===== config.mk =====
export PLATFORM = sky130hd
export DESIGN_NAME = bus_device_fifo_flat
export DESIGN_NICKNAME = d
export VERILOG_FILES = /design/src/rtl/bus_device_fifo_pkg.sv /design/src/rtl/bus_device_fifo_if.sv /design/src/rtl/bus_device_fifo_ptr.sv /design/src/rtl/bus_device_fifo.sv /design/src/flat_wrapper.sv
export SDC_FILE = /design/constraint.sdc
export NUM_CORES = 1
export LEC_CHECK = 0
export CORE_MARGIN = 8
export CORE_UTILIZATION = 57
export CTS_CLUSTER_SIZE = 28
export DETAILED_ROUTE_END_ITERATION = 16
export PLACE_DENSITY_LB_ADDON = 0.05
export SETUP_SLACK_MARGIN = 0.15
export SLEW_MARGIN = 40
export SYNTH_ARGS = -nofsm -noshare
export SYNTH_HDL_FRONTEND = slang
export SYNTH_HIERARCHICAL = 1
export SYNTH_SLANG_ARGS = --single-unit

===== constraint.sdc =====
create_clock -name clk -period 3.7 [get_ports clk]
set_input_delay 0.925 -clock clk [delete_from_list [all_inputs] [get_ports clk]]
set_output_delay 0.925 -clock clk [all_outputs]
set_load 0.02 [all_outputs]

===== src/rtl/bus_device_fifo_pkg.sv =====
// -----------------------------------------------------------------------------
// bus_fifo_pkg
// Shared definitions for the per-device transmit FIFO.
//   ID_W      : width of the destination ID carried in the packet MSBs
//   BCAST_ID  : destination ID that addresses every device
//   pkt_hdr_t : destination header view of a packet
//   dest_of() : extracts the destination header from a 16-bit packet
// Optional feature macro used by the FIFO: FIFO_OVF_CNT_EN.
// -----------------------------------------------------------------------------
package bus_fifo_pkg;

  localparam int          ID_W     = 8;
  localparam logic [7:0]  BCAST_ID = 8'hFF;
  localparam int          PKT_W    = 16;

  typedef struct packed {
    logic [ID_W-1:0] dest;
  } pkt_hdr_t;

  // The destination ID always sits in the top ID_W bits of the packet.
  function automatic pkt_hdr_t dest_of(input logic [PKT_W-1:0] pkt);
    pkt_hdr_t hdr;
    hdr.dest = pkt[PKT_W-1 -: ID_W];
    return hdr;
  endfunction

endpackage


===== src/rtl/bus_device_fifo_if.sv =====
// -----------------------------------------------------------------------------
// bus_device_fifo_if
// Handshake bundle between a device/bus agent (master) and the FIFO (slave).
//   push_in, D_in : device pushes a packet
//   pop           : bus consumes the head packet
//   pndng, D_pop  : FIFO non-empty flag and first-word-fall-through head
//   full, count   : occupancy status
//   overflow      : one-cycle pulse when a push is dropped
//   ovf_cnt       : dropped-push counter (zero unless FIFO_OVF_CNT_EN)
// -----------------------------------------------------------------------------
interface bus_device_fifo_if #(
  parameter int pckg_sz = 16,
  parameter int depth   = 8
);
  logic                         push_in;
  logic [pckg_sz-1:0]           D_in;
  logic                         pop;
  logic                         pndng;
  logic [pckg_sz-1:0]           D_pop;
  logic                         full;
  logic [$clog2(depth+1)-1:0]   count;
  logic                         overflow;
  logic [7:0]                   ovf_cnt;

  modport master (
    output push_in, D_in, pop,
    input  pndng, D_pop, full, count, overflow, ovf_cnt
  );

  modport slave (
    input  push_in, D_in, pop,
    output pndng, D_pop, full, count, overflow, ovf_cnt
  );
endinterface


===== src/rtl/bus_device_fifo_ptr.sv =====
// -----------------------------------------------------------------------------
// bus_fifo_ptr
// Modulo-depth wrapping pointer; depth need not be a power of two.
//   clk   : clock, rising edge
//   reset : asynchronous active-low reset (pointer -> 0)
//   inc   : advance pointer by one this cycle
//   ptr   : current pointer value, 0 .. depth-1
// -----------------------------------------------------------------------------
module bus_fifo_ptr #(
  parameter  int depth = 8,
  localparam int PW    = (depth > 1) ? $clog2(depth) : 1
) (
  input  logic          clk,
  input  logic          reset,
  input  logic          inc,
  output logic [PW-1:0] ptr
);

  always_ff @(posedge clk or negedge reset) begin
    if (!reset) begin
      ptr <= '0;
    end else if (inc) begin
      // Explicit wrap so non-power-of-two depths stay in range.
      ptr <= (ptr == PW'(depth - 1)) ? '0 : ptr + PW'(1);
    end
  end

endmodule


===== src/rtl/bus_device_fifo.sv =====
// -----------------------------------------------------------------------------
// bus_device_fifo
// Per-device transmit FIFO in front of the bus arbiter. The device pushes
// packets; the bus sees a pending flag and a first-word-fall-through head
// packet and pops it once granted.
//   clk   : clock, rising edge
//   reset : asynchronous active-low reset
//   bus   : bus_device_fifo_if.slave (push_in, D_in, pop, pndng, D_pop, full,
//           count, overflow, ovf_cnt)
// Optional feature: define FIFO_OVF_CNT_EN to get a saturating count of
// dropped pushes on ovf_cnt; otherwise ovf_cnt is held at zero.
// -----------------------------------------------------------------------------
module bus_device_fifo
  import bus_fifo_pkg::*;
#(
  parameter int pckg_sz = 16,
  parameter int depth   = 8
) (
  input  logic               clk,
  input  logic               reset,
  bus_device_fifo_if.slave   bus
);

  localparam int PW = (depth > 1) ? $clog2(depth) : 1;
  localparam int CW = $clog2(depth + 1);

  logic [pckg_sz-1:0] mem [depth];
  logic [PW-1:0]      wr_ptr;
  logic [PW-1:0]      rd_ptr;
  logic [CW-1:0]      count_reg;
  logic [CW-1:0]      count_next;
  logic               full_reg;
  logic               pndng_reg;
  logic               push_ok;
  logic               pop_ok;

  // A pop frees a slot in the same cycle, so a full FIFO still takes a push
  // when it is popped. A pop on an empty FIFO is simply ignored.
  assign push_ok = bus.push_in && (!full_reg || bus.pop);
  assign pop_ok  = bus.pop && (count_reg != '0);

  bus_fifo_ptr #(.depth(depth)) u_wr_ptr (
    .clk   (clk),
    .reset (reset),
    .inc   (push_ok),
    .ptr   (wr_ptr)
  );

  bus_fifo_ptr #(.depth(depth)) u_rd_ptr (
    .clk   (clk),
    .reset (reset),
    .inc   (pop_ok),
    .ptr   (rd_ptr)
  );

  // Storage is deliberately left unreset; validity is tracked by count.
  always_ff @(posedge clk) begin
    if (push_ok) begin
      mem[wr_ptr] <= bus.D_in;
    end
  end

  always_comb begin
    count_next = count_reg;
    case ({push_ok, pop_ok})
      2'b10:   count_next = count_reg + CW'(1);
      2'b01:   count_next = count_reg - CW'(1);
      default: count_next = count_reg;
    endcase
  end

  // Status flags are registered from the next count so they line up with it.
  always_ff @(posedge clk or negedge reset) begin
    if (!reset) begin
      count_reg <= '0;
      full_reg  <= 1'b0;
      pndng_reg <= 1'b0;
    end else begin
      count_reg <= count_next;
      full_reg  <= (count_next == CW'(depth));
      pndng_reg <= (count_next != '0);
    end
  end

  assign bus.count    = count_reg;
  assign bus.full     = full_reg;
  assign bus.pndng    = pndng_reg;
  assign bus.D_pop    = pndng_reg ? mem[rd_ptr] : '0;
  assign bus.overflow = bus.push_in && full_reg && !bus.pop;

`ifdef FIFO_OVF_CNT_EN
  logic [7:0] ovf_cnt_reg;

  always_ff @(posedge clk or negedge reset) begin
    if (!reset) begin
      ovf_cnt_reg <= 8'h00;
    end else if (bus.overflow && (ovf_cnt_reg != 8'hFF)) begin
      ovf_cnt_reg <= ovf_cnt_reg + 8'h01;
    end
  end

  assign bus.ovf_cnt = ovf_cnt_reg;
`else
  assign bus.ovf_cnt = 8'h00;
`endif

endmodule


===== src/flat_wrapper.sv =====
// flat-port wrapper written by rule: the top's interface ports become plain ports
module bus_device_fifo_flat import bus_fifo_pkg::*;
#(
  parameter int pckg_sz = 16,
  parameter int depth   = 8
)
  (clk, reset, bus_push_in, bus_D_in, bus_pop, bus_pndng, bus_D_pop, bus_full, bus_count, bus_overflow, bus_ovf_cnt);
  bus_device_fifo_if #(.pckg_sz(pckg_sz), .depth(depth)) bus_i ();
  input  logic clk;
  input  logic reset;
  input wire logic [$bits(bus_i.push_in)-1:0] bus_push_in;
  input wire logic [$bits(bus_i.D_in)-1:0] bus_D_in;
  input wire logic [$bits(bus_i.pop)-1:0] bus_pop;
  output wire logic [$bits(bus_i.pndng)-1:0] bus_pndng;
  output wire logic [$bits(bus_i.D_pop)-1:0] bus_D_pop;
  output wire logic [$bits(bus_i.full)-1:0] bus_full;
  output wire logic [$bits(bus_i.count)-1:0] bus_count;
  output wire logic [$bits(bus_i.overflow)-1:0] bus_overflow;
  output wire logic [$bits(bus_i.ovf_cnt)-1:0] bus_ovf_cnt;
  assign bus_i.push_in = bus_push_in;
  assign bus_i.D_in = bus_D_in;
  assign bus_i.pop = bus_pop;
  assign bus_pndng = bus_i.pndng;
  assign bus_D_pop = bus_i.D_pop;
  assign bus_full = bus_i.full;
  assign bus_count = bus_i.count;
  assign bus_overflow = bus_i.overflow;
  assign bus_ovf_cnt = bus_i.ovf_cnt;
  bus_device_fifo #(.pckg_sz(pckg_sz), .depth(depth)) u_core (.clk(clk), .reset(reset), .bus(bus_i));
endmodule

==> results of run 1 <==
==> logic make-up (layout without fill, tap and decap cells) <==
group                    count (synthesis)  after routing  share of synthesized area [%]
other                                    1              8                        0.06565
multiplexers                            53             53                          16.41
buffers and inverters                   23            103                          2.103
AND/OR/NAND/NOR                         53             53                          5.564
XOR/XNOR                                 3              3                         0.4601
AO/OA/AOI/OAI                           10             10                          1.533
flip-flops                             140            140                          72.55
adder cells (fa/ha/maj)                  6              6                          1.314
==> power breakdown <==
part	total [W]	switching [W]	leakage [nW]	internal, W
Sequential	0.00222	0.000201	1.30	0.00202
Combinational	0.00214	0.00103	0.846	0.00112
Clock	0.00165	0.000623	0.277	0.00103
==> layout by cell type, fill, tap and decap left out, types with 2 or more instances in the layout <==
master and n:
a211oi_1 2, and2_1 2, buf_12 2, buf_4 22, bufinv_16 3, clkbuf_16 16
clkdlybuf4s50_1 41, clkinv_1 2, clkinv_4 3, clkinvlp_4 3, conb_1 8, dfrtp_1 9
dfrtp_2 2, edfxtp_1 128, ha_1 6, inv_1 4, inv_6 2, mux2_2 5
mux2i_1 16, mux4_2 32, nand2_1 4, nand2b_1 6, nand3b_1 2, nor2_1 12
nor2b_1 17, nor3_2 2, nor3b_1 2, o21ai_0 2, or4_4 2, xnor2_1 3
==> timing repair <==
action	in CTS	in global routing
setup buffers	2	0
endpoints found under the hold margin	0	0
hold buffers	0	0
gates resized for setup	3	2
endpoints found under the setup margin	12	8
==> worst max-delay path, delay by kind of cell, from the launching register on <==
kind	cells	cell delay [ns]
flip-flops	1	0.44
buffers and inverters	2	0.76
multiplexers	2	0.72
AND/OR/NAND/NOR	1	0.07
==> path summary, 6_finish.rpt <==
check	startpoint	to	slack, ns	cells past startpoint
worst max register to register	u_core/bus.count[2]$_DFF_PN0_	u_core/bus.pndng$_DFF_PN0_	0.87	7
worst min register to register	u_core/u_wr_ptr/ptr[0]$_DFFE_PN0P_	u_core/u_wr_ptr/ptr[0]$_DFFE_PN0P_	0.59	1
worst min-delay path	u_core/u_wr_ptr/ptr[0]$_DFFE_PN0P_	u_core/u_wr_ptr/ptr[0]$_DFFE_PN0P_	0.59	1
worst max-delay path	u_core/u_rd_ptr/ptr[0]$_DFFE_PN0P_	bus_D_pop[2]	0.27	5
min in group asynchronous	reset	u_core/bus.count[0]$_DFF_PN0_	0.77	1
max in group asynchronous	reset	u_core/u_rd_ptr/ptr[0]$_DFFE_PN0P_	2.52	1
==> per-stage QoR <==
stage               utilization, %  total power (W)  setup WS, ns  cells  hold slack [ns]
floorplan                        -         0.003522        0.8119    296           0.5081
global placement             65.77         0.004347        0.3775    475           0.5784
detailed placement           65.77         0.004393        0.3830    475           0.5784
CTS                          72.00         0.006087        0.1645    509           0.5921
global route                 72.04         0.006317        0.1254    509           0.6178
finish                       72.04         0.006014        0.2675    509           0.5930
==> area by class of cell <==
class	count	area share [%]
clock buffer	18	5.935
clock inverter	14	2.399
inverter	4	0.2132
multi-input combinational	133	21.07
sequential	140	58.94
tap	133	2.363
timing repair buffer	67	9.080
==> metal layers <==
metal  part of all wire (%)  vias up  global-route usage, %
met5                      0        -                      0
met4                    2.2        0                  7.779
met3                    3.7       19                  5.016
met2                     50       59                  26.82
met1                     45     1483                  22.36
li1                       -     1295                      -
==> Implementation_results.wiki, run 1 <==
{| class="wikitable"
! Metric !! Value
|-
| Number of warnings reported in the yosys synthesis log || 6
|-
| Async set-or-reset flop fraction in the synthesized netlist || roughly 8.6%
|-
| CTS tree || done
|-
| Die Span X || ~120 um
|-
| Total of endpoints with negative setup slack in the final report || 0
|-
| First-iteration detailed-routing DRC count || about 220
|-
| Library cell with the highest instance count after synthesis || edfxtp_1
|-
| Total number of clock tree sinks || 140
|-
| Via-per-instance ratio || approximately 5.6
|-
| Setup Total Neg Slack || 0 ns
|-
| Area added between synthesis and finish || 23.29%
|-
| CP startpoint kind || flip-flop
|-
| Clock buffers created by TritonCTS || 17
|-
| Clk slew on worst S/H paths || 0.06 ns
|-
| GRT Overall Usage || about 17%
|-
| Gpl congestion || 0.7397
|-
| Reported max-cap violation count || 0
|-
| Worst-skew pair later-pin latency || 0.51 ns
|-
| Pin count of the biggest net entering global routing || 21
|-
| Leftover overflow at the end of global routing || 0
|-
| DIE AREA || 13480 um2
|-
| Number of core rows || 36
|-
| Critical path required time || approximately 2.8 ns
|-
| Number of global-route vias before repair || around 3000
|-
| Final setup skew || about 0.0049 ns
|-
| Top post-synthesis cells by count || edfxtp_1 (128), mux4_2 (32), nor2b_1 (17), mux2i_1 (16)
|-
| Delay of the slowest cell on the worst path || 0.54 ns
|-
| Number of antenna violations at the first check in global routing || 0
|-
| Worst-margin pin slew || roughly 0.65 ns
|-
| Initial cell density of the core || 58.44%
|-
| DR vias || around 2900
|-
| Max Root-Sink Buffers || 2
|-
| Final min period || around 3.4 ns
|-
| H-tree Lvls || 4
|-
| Relative slew slack || a little under three fifths
|-
| Netlist area before placement || 5712 um2
|-
| Crit share post-route || a little over 90%
|-
| Clock root buffer master || clkbuf_8
|-
| Fill count || approximately 610
|-
| Footprint of the multi-input gates || 1484 um2
|-
| First-pass detailed-route iteration total || 4
|-
| Total Routed Length || approximately 11000 um
|-
| Sequential cell area || a little over 4000 um2
|-
| Sequential-to-total area share from yosys stat || just over 70%
|-
| Antenna-violating nets left || 0
|-
| Hold/Removal Path Class || flip-flop to flip-flop
|-
| Count of state elements after synthesis || 140
|-
| # DRC || 0
|-
| Endpoints failing hold || 0
|-
| Cells along the critical path || buf_6, mux4_2, mux2i_1, nor2b_1, clkdlybuf4s50_1
|-
| Most instantiated flip-flop cell in the synthesis netlist || edfxtp_1
|-
| Post-layout net count || just under 400
|-
| Cell area after placement || between 6000 and 7000 um2
|-
| Critical Path Sink Type || output port
|-
| Ratio of cells with drive above 1 in the final layout || ~27%
|-
| Number of instances in the synthesized netlist || 289
|-
| Number of max-slew violations in the final report || 0
|-
| Post-synth EDFFs || between 100 and 150
|-
| Static leakage power || 2.423 nW
|-
| RSZ-0062 raised after global routing || true
|-
| Areal power density over the cells || about 850 nW/um2
|-
| Worst ir drop on vdd || ~0.50 mV
|-
| First-pass GRT wire length || ~17000 um
|-
| Avg Cell Area, Syn || ~20 um2
|-
| Largest register FFs || about 130
|-
| Detail Placement HPWL || just under 7000 um
|-
| Slowest-stage cell, CP || clkdlybuf4s50_1
|-
| Highest achievable clock rate || about 290 MHz
|-
| Per-cell routed wire length || ~21 um
|-
| Cell taking the most area after synthesis || edfxtp_1
|-
| Outcome || complete, no violations
|-
| Final Instance Area || 7042 um2
|-
| Worst setup path category || flip-flop to output port
|-
| Number of port buffers || between 40 and 50
|-
| Core area || 9774 um2
|-
| Synth top area cells || edfxtp_1 (67%), mux4_2 (13%), dfrtp_1 (5.3%)
|-
| Die height || about 120 um
|-
| Share of the synthesized area in the top cell type || between 60% and 70%
|-
| Distinct cells, synth || 33
|-
| Antenna fix cells || 0
|-
| Worst-path maximum fanout || 12
|-
| Data arrival time of the worst path || between 2 and 3 ns
|-
| Number of primary I/O pins || 51
|}
Power figures use the tool's default switching activity.
==> inputs of run 2 (changes only) <==
==> constraint.sdc (replaced) <==
create_clock -name clk -period 3.6 [get_ports clk]
set_input_delay 0.9 -clock clk [delete_from_list [all_inputs] [get_ports clk]]
set_output_delay 0.9 -clock clk [all_outputs]
set_load 0.02 [all_outputs]
==> run 2 against run 1 <==
  * Non-clock buffer count unchanged
  * Clock power about the same
  * Sequential power increased by 3%
  * Utilization is 0.090 points lower
  * Combinational power is essentially flat
  * Sequential cell count stayed put
  * First-iteration DRC count decreased by 27%
  * Power rose by 1.3%
  * Sequential share of layout area grew 0.073 points
  * Worst setup slack lost 0.017 ns
  * Clock-buffer cell count rose by 1
  * Cell area shrank 0.12%
  * Critical path type unchanged
  * Critical endpoint is now bus_D_pop[10]
==> Implementation_results.wiki, run 2 (same netlist as run 1, synthesis figures left out) <==
{| class="wikitable"
! Metric !! Value
|-
| Outcome || complete, no violations
|-
| Total number of clock tree sinks || 140
|-
| Number of port buffers || 42
|-
| Most common cell after layout, fill and taps aside || edfxtp_1
|-
| Leftover overflow at the end of global routing || 0
|-
| Worst Hold Path Cells || 1
|-
| Core area || 9774 um2
|-
| Worst ir drop on vdd || 0.4618 mV
|-
| Die height || ~120 um
|-
| Initial cell density of the core || between 50 and 60%
|-
| Post-layout net count || 389
|-
| CP startpoint kind || flip-flop
|-
| Worst-margin pin slew || approximately 0.73 ns
|-
| WHS || between 0.5 and 0.6 ns
|-
| Ratio of cells with drive above 1 in the final layout || between 20 and 30%
|-
| Clk slew on worst S/H paths || 0.06 ns
|-
| Switching Share || between 30% and 40%
|-
| H-tree Lvls || 4
|-
| DR vias || ~2800
|-
| Static leakage power || about 2.5 nW
|-
| Leading cell types in the layout, fill and taps excluded || edfxtp_1 (128), clkdlybuf4s50_1 (35), mux4_2 (32), buf_4 (23), nor2b_1 (17)
|-
| Fill count || between 600 and 700
|-
| Data arrival time of the worst path || around 2.5 ns
|-
| First-iteration detailed-routing DRC count || between 150 and 200
|-
| Critical path required time || 2.70 ns
|-
| Number of antenna violations at the first check in global routing || 0
|-
| Portion of total power attributed to the clock network || about 27%
|-
| Antenna-violating nets left || 0
|-
| Total Routed Length || roughly 11000 um
|-
| First-pass detailed-route iteration total || 4
|-
| RSZ-0062 raised after global routing || false
|-
| Die Span X || around 120 um
|-
| Logic gate share of total power || 35.7%
|-
| Utilization after layout || a little under three quarters
|-
| First-pass GRT wire length || 16540 um
|-
| # DRC || 0
|-
| Setup ws final || around 0.25 ns
|-
| Number of core rows || 36
|-
| Highest achievable clock rate || between 200 and 300 MHz
|-
| Worst setup slack before clock tree synthesis || 0.2950 ns
|-
| Critical Path Sink Type || output port
|-
| Setup Total Neg Slack || 0 ns
|-
| Area added between synthesis and finish || 23.13%
|-
| Gpl congestion || roughly 0.76
|-
| Hold bufs inserted after CTS || 0
|-
| Areal power density over the cells || slightly below 900 nW/um2
|-
| Total of endpoints with negative setup slack in the final report || 0
|-
| Largest register FFs || roughly 130
|-
| DIE AREA || 13480 um2
|-
| Total power consumption of the routed design || about 0.0061 W
|-
| Worst setup path category || flip-flop to output port
|-
| Worst R2R Path Depth || 7
|-
| Worst-skew pair later-pin latency || 0.51 ns
|-
| Via-per-instance ratio || ~5.6
|-
| Reported max-cap violation count || 0
|-
| Final min period || approximately 3.3 ns
|-
| Final setup skew || around 0.0072 ns
|-
| Sw Pwr || 0.001902 W
|-
| Delay of the slowest cell on the worst path || roughly 0.53 ns
|-
| Slowest-stage cell, CP || clkdlybuf4s50_1
|-
| Max Root-Sink Buffers || 2
|-
| Internal || 0.004191 W
|-
| Per-cell routed wire length || 20.97 um
|-
| Number of global-route vias before repair || approximately 3000
|-
| CTS tree || done
|-
| Pin count of the biggest net entering global routing || 28
|-
| Endpoints failing hold || 0
|-
| Relative slew slack || just over 50%
|-
| Detail Placement HPWL || 6729 um
|-
| Crit share post-route || between 90 and 100%
|-
| Number of primary I/O pins || between 50 and 60
|-
| Cells along the critical path || buf_12, mux4_2, mux2i_1, nor2b_1, clkdlybuf4s50_1
|-
| Antenna fix cells || 0
|-
| Clock buffers created by TritonCTS || 17
|-
| GRT Overall Usage || between 15 and 20%
|-
| Hold/Removal Path Class || flip-flop to flip-flop
|-
| Worst-path maximum fanout || 21
|-
| Share of power burned in registers || 37.5%
|-
| Number of max-slew violations in the final report || 0
|-
| Clock root buffer master || clkbuf_8
|}
-- run 2: final timing paths --
kind / from / endpoint / slack, ns
setup reg to reg: u_core/bus.count[2]$_DFF_PN0_ / u_core/bus.pndng$_DFF_PN0_ / 0.76
hold / removal: u_core/u_wr_ptr/ptr[0]$_DFFE_PN0P_ / u_core/u_wr_ptr/ptr[0]$_DFFE_PN0P_ / 0.60
setup / recovery: u_core/u_rd_ptr/ptr[0]$_DFFE_PN0P_ / bus_D_pop[10] / 0.25
hold reg to reg: u_core/u_wr_ptr/ptr[0]$_DFFE_PN0P_ / u_core/u_wr_ptr/ptr[0]$_DFFE_PN0P_ / 0.60
min in group asynchronous: reset / u_core/bus.count[0]$_DFF_PN0_ / 0.75
max in group asynchronous: reset / u_core/u_rd_ptr/ptr[0]$_DFFE_PN0P_ / 2.41
-- run 2: per-layer routing --
metal	GRT usage [%]	wire length (um)	vias to the layer above
met4	7.087	110	0
li1	-	-	1297
met3	4.188	405	10
met5	0	0	-
met2	28.13	5379	64
met1	21.54	4779	1465
-- run 2: area by class of cell --
class | count | area [um2] | area share [%]
Tap cell | 133 | 166.4 | 2.366
Clock buffer | 19 | 421.7 | 5.995
Timing Repair Buffer | 67 | 650.6 | 9.251
Inverter | 4 | 15.01 | 0.2135
Sequential cell | 140 | 4150 | 59.01
Multi-Input combinational cell | 133 | 1484 | 21.10
Clock inverter | 13 | 145.1 | 2.064
-- run 2: through the flow --
stage	instance area, um2	cells
global route	7033	509
detailed placement	6421	474
finish	7033	509
global placement	6421	474
floorplan	5738	296
CTS	7014	509
-- run 2: power by group through the flow --
stage	Clock, W	Combinational, W	Sequential [W]
after global routing	0.00174	0.00234	0.00232
after global placement	0	0.00213	0.00234
after CTS	0.00166	0.00223	0.00229
after detailed placement	0	0.00215	0.00235
final	0.00163	0.00217	0.00229
after floorplan	0	0.00137	0.00225
-- run 2: timing repair --
action,4_1_cts,5_1_grt
buffers inserted,3,0
endpoints found under the setup margin,16,7
gates resized for setup,2,8
-- run 2: worst max-delay path: cells and delay by family (launching register included) --
family	cells	cell delay, ns
flops	1	0.46
mux	2	0.67
buf+inv	2	0.74
simple gates	1	0.06
